--- config.mk ---
export PLATFORM = sky130hd
export DESIGN_NAME = prbs_err_window
export DESIGN_NICKNAME = d
export VERILOG_FILES = /design/src/rtl/prbs_pkg.sv /design/src/rtl/prbs_err_window.sv
export SDC_FILE = /design/constraint.sdc
export NUM_CORES = 1
export LEC_CHECK = 0
export BUFFER_PORTS_ARGS = -buffer_cell sky130_fd_sc_hd__buf_2
export CORE_AREA = 2 2 39 41
export CTS_CLUSTER_SIZE = 25
export DETAILED_ROUTE_END_ITERATION = 8
export DIE_AREA = 0 0 41 43
export SETUP_SLACK_MARGIN = 0.1
export SLEW_MARGIN = 5
export SYNTH_ARGS = -nofsm -noshare
export SYNTH_HDL_FRONTEND = slang
export SYNTH_SLANG_ARGS = --single-unit
--- constraint.sdc ---
create_clock -name clk -period 1.2 [get_ports clk]
set_input_delay 0.36 -clock clk [delete_from_list [all_inputs] [get_ports clk]]
set_output_delay 0.36 -clock clk [all_outputs]
set_load 0.05 [all_outputs]
--- src/rtl/prbs_pkg.sv ---
// Shared PRBS definitions: checker state encoding, default LFSR
// shape (shared with the generator) and the feedback helper.
package prbs_pkg;

  typedef enum logic [1:0] {
    SEED   = 2'd0,
    VERIFY = 2'd1,
    LOCKED = 2'd2
  } state_t;

  localparam int PRBS_WIDTH = 4;
  localparam logic [PRBS_WIDTH-1:0] PRBS_TAPS = 4'b1101;

  function automatic logic lfsr_fb(
    input logic [31:0] state,
    input logic [31:0] taps
  );
    return ^(state & taps);
  endfunction

endpackage

--- src/rtl/prbs_err_window.sv ---
// Sliding-block error window: counts valid bits and errors while
// locked and flags the bit that reaches the error threshold.
module prbs_err_window
  import prbs_pkg::*;
#(
  parameter int WIN    = 32,
  parameter int THRESH = 4
) (
  input  logic clk,
  input  logic rst_n,
  input  logic en,
  input  logic clr,
  input  logic err,
  output logic thresh_hit
);

  localparam int BW = $clog2(WIN + 1);
  localparam int EW = $clog2(THRESH + 1);
  localparam logic [BW-1:0] BITS_LAST = BW'(WIN - 1);
  localparam logic [EW-1:0] ERRS_LAST = EW'(THRESH - 1);

  logic [BW-1:0] bits_q;
  logic [EW-1:0] errs_q;

  assign thresh_hit = en && err && (errs_q == ERRS_LAST);

  always_ff @(posedge clk or negedge rst_n) begin
    if (!rst_n) begin
      bits_q <= '0;
      errs_q <= '0;
    end else if (clr) begin
      bits_q <= '0;
      errs_q <= '0;
    end else if (en) begin
      if (bits_q == BITS_LAST) begin
        bits_q <= '0;
        errs_q <= '0;
      end else begin
        bits_q <= bits_q + 1'b1;
        errs_q <= errs_q + EW'(err);
      end
    end
  end

endmodule

==> impl_metrics.tcl <==
set metrics [dict create \
    run_status "finished, violations left" \
    violations_in_the_final_reports "negative setup slack" \
    syn_nets 59 \
    antenna_violations_before_repair 0 \
    first_pass_grt_wire_length_mm 1.780 \
    power.sequential.fraction_pct 49.8 \
    synth_seq_cells 9 \
    intPower_mw 0.4865 \
    slew_headroom_pct 83.76 \
    post_synth_num_cell_types 23 \
    critical_path_buf_inv_count 1 \
    critical-path-max-stage-delay_ns 0.39 \
    yosys_warnings 0 \
    hold_violations 0 \
    grt_overflow 0 \
    maxCapViolations 0 \
    synthTopCellsByArea "dfrtp_1 44%, ha_1 7.4%, nand3b_1 4.4%, nor2_1 4.4%, a41o_1 3.9%" \
    num_antenna_cells 0 \
    placement.setup.worst_slack_ns -0.1947 \
    critPathKind "reg -> out" \
    worstMarginPinSlew_ns 0.2435 \
    port_buffers 5 \
    half_perimeter_wire_length_after_detailed_placement_um 710.5 \
    finish.instance_area_um2 715.7 \
    grt_setup_unrepaired "yes" \
    hp-class "in -> reg" \
    initial_utilization_pct 36.80 \
    netlist_instances 51 \
    place_inst 74 \
    clock_tree.root_cell "clkbuf_4" \
    floorplan.die.width_um 41 \
    fin_worst_skew_ns 0.002297 \
    final_critical_path_setup_slack_ns -0.2991 \
    post_dp_cell_area_um2 589.3 \
    gpl_wtd_cong 0.7610 \
    post-route-util_pct 51.72 \
    crit_path_top_delay_cell "dfrtp_1" \
    tns_ns -0.2991 \
    initial_drc_count 0 \
    drt-total-wl_mm 1.064 \
    h-tree-depth 1 \
    layout.nets 74 \
    design_power_total_mw 0.6561 \
    detail_route.first_pass.iterations 1 \
    routedWlPerCell_um 13.14 \
    maxSlewViolCount 0 \
    setup_viol_count_final 1 \
    detailroute.via_count 440 \
    largest_net_degree_at_the_start_of_global_routing 14 \
    cts_buffer_depth 2 \
    worst-r2r-setup-slack_ns 0.02 \
    fp.coreArea_mm2 0.001384 \
    cp_max_fo 2 \
    worst_skew_pair.late_latency_ns 0.27 \
    max_freq_ghz 0.6671 \
    n_fill_cell 130 \
    netSwitchingFraction_pct 25.85 \
    netSwitchingPower_mw 0.1696 \
    startpoint_type "flip-flop" \
    timing.final.crit_share_pct 124.9 \
    drt_drc_violations_left 0 \
    synth.avg_cell_area_um2 9.985 \
    max-vdd-ir-drop_mv 0.7090 \
    io_pins 6 \
    layout-drive-gt1-share_pct 49.23 \
    worst_path_cell_trace "nor2b_2, and4_4, buf_8" \
    synth_seq_area_share_pct 44.23 \
    cts.sink_count 9 \
    min_period_ns 1.499 \
    worst_hold_slack_ns 0.4249 \
    vias_per_cell 5.432 \
    leakagePower_nw 0.3073 \
    fp.dieArea_mm2 0.001763 \
    layout_common_cells "6 x dfrtp_1, 6 x buf_4, 5 x nor2_1" \
    crit_path_end_kind "output pin" \
    final_cell_count_no_fill 81 \
    power.density_cell_area_mw_per_mm2 916.8 \
    numCtsBuffers 3 \
    power.clock.fraction_pct 37.0 \
    grt_use_total_pct 15.63 \
    number_of_core_rows 14 \
    critical_path.top_delay_family "flip-flops" \
    arrival_ns 1.14 \
    area.growth.synth_to_final_pct 40.54 \
    synth_top_area_cell "dfrtp_1" \
    first_global_vias 378 \
    tritoncts_clock_tree "done" \
    drt.antenna.violating_nets 0 \
    timing.critical_path.required_ns 0.84 \
    clock_pin_slew_of_the_registers_on_the_worst_case_setup_and_hold_paths_ns 0.06 \
    comb_power_share_pct 13.2 \
    synth_top_area_share_pct 44.23 \
    syn-cell-area_um2 509.2 \
    fp.dieH_um 43 \
]
-- cell type report --
cell class	instances	area, um2	area share, %
Clock buffer	4	26.28	3.671
Inverter	2	7.507	1.049
Multi-Input combinational cell	38	342.8	47.90
Sequential cell	9	229.0	31.99
Tap cell	16	20.02	2.797
Timing Repair Buffer	12	90.09	12.59
-- Yosys cell counts --
cell type / number
o22ai_1: 1
inv_1: 1
a311oi_2: 1
nor2b_1: 1
a21oi_1: 1
a211oi_1: 2
dfrtp_1: 9
nand4_1: 2
and4_1: 2
nor2_1: 6
nand2b_1: 2
nand2_1: 4
o32ai_1: 1
ha_1: 3
a41o_1: 2
buf_2: 2
inv_2: 1
a311oi_1: 1
nand3b_1: 3
a21boi_0: 1
o21ai_1: 2
xor2_1: 2
and3_1: 1
-- per-layer routing --
metal	track usage [%]	up-vias	wire [um]
li1	-	221	-
met1	22.67	209	511
met2	19.38	7	487
met3	4.712	3	40
met4	10.00	0	25
met5	0	-	0
-- power by group through the flow --
stage / clock (mW) / sequential (mW) / combinational, mW
6_report: 0.243 / 0.327 / 0.0866
5_1_grt: 0.260 / 0.329 / 0.0983
4_1_cts: 0.247 / 0.325 / 0.0796
3_5_place_dp: 0 / 0.328 / 0.0657
3_3_place_gp: 0 / 0.327 / 0.0647
2_1_floorplan: 0 / 0.327 / 0.0365
-- logic make-up after synthesis --
| logic type | share of synthesized area (%) |
|---|---|
| AOI/OAI and AO/OA | 18.92 |
| and+or+nand+nor | 22.60 |
| DFF | 44.23 |
| xor gates and xnor gates | 3.440 |
| adders and majority gates | 7.372 |
| buffers and inverters | 3.438 |
-- worst paths after layout --
path | start | endpoint | depth (start not counted)
worst max register to register | errs_q[0]$_DFFE_PN0P_ | errs_q[2]$_DFFE_PN0P_ | 5
worst max-delay path | errs_q[2]$_DFFE_PN0P_ | thresh_hit | 3
min in group asynchronous | rst_n | errs_q[0]$_DFFE_PN0P_ | 2
max in group asynchronous | rst_n | bits_q[2]$_DFFE_PN0P_ | 2
worst min register to register | errs_q[0]$_DFFE_PN0P_ | errs_q[0]$_DFFE_PN0P_ | 2
worst min-delay path | clr | bits_q[3]$_DFFE_PN0P_ | 2
-- flip-flops by register name (all words and copies together), names as in the netlist --
name    count
bits_q      6
errs_q      3
-- repair_timing --
item	in CTS	in global routing
pin swaps	7	4
hold buffers	1	0
resized for setup	9	7
buffers inserted	1	1
endpoints found under the setup margin	8	10
hold endpoints to repair	9	0
Note: power is estimated with default switching activity, not from simulation.
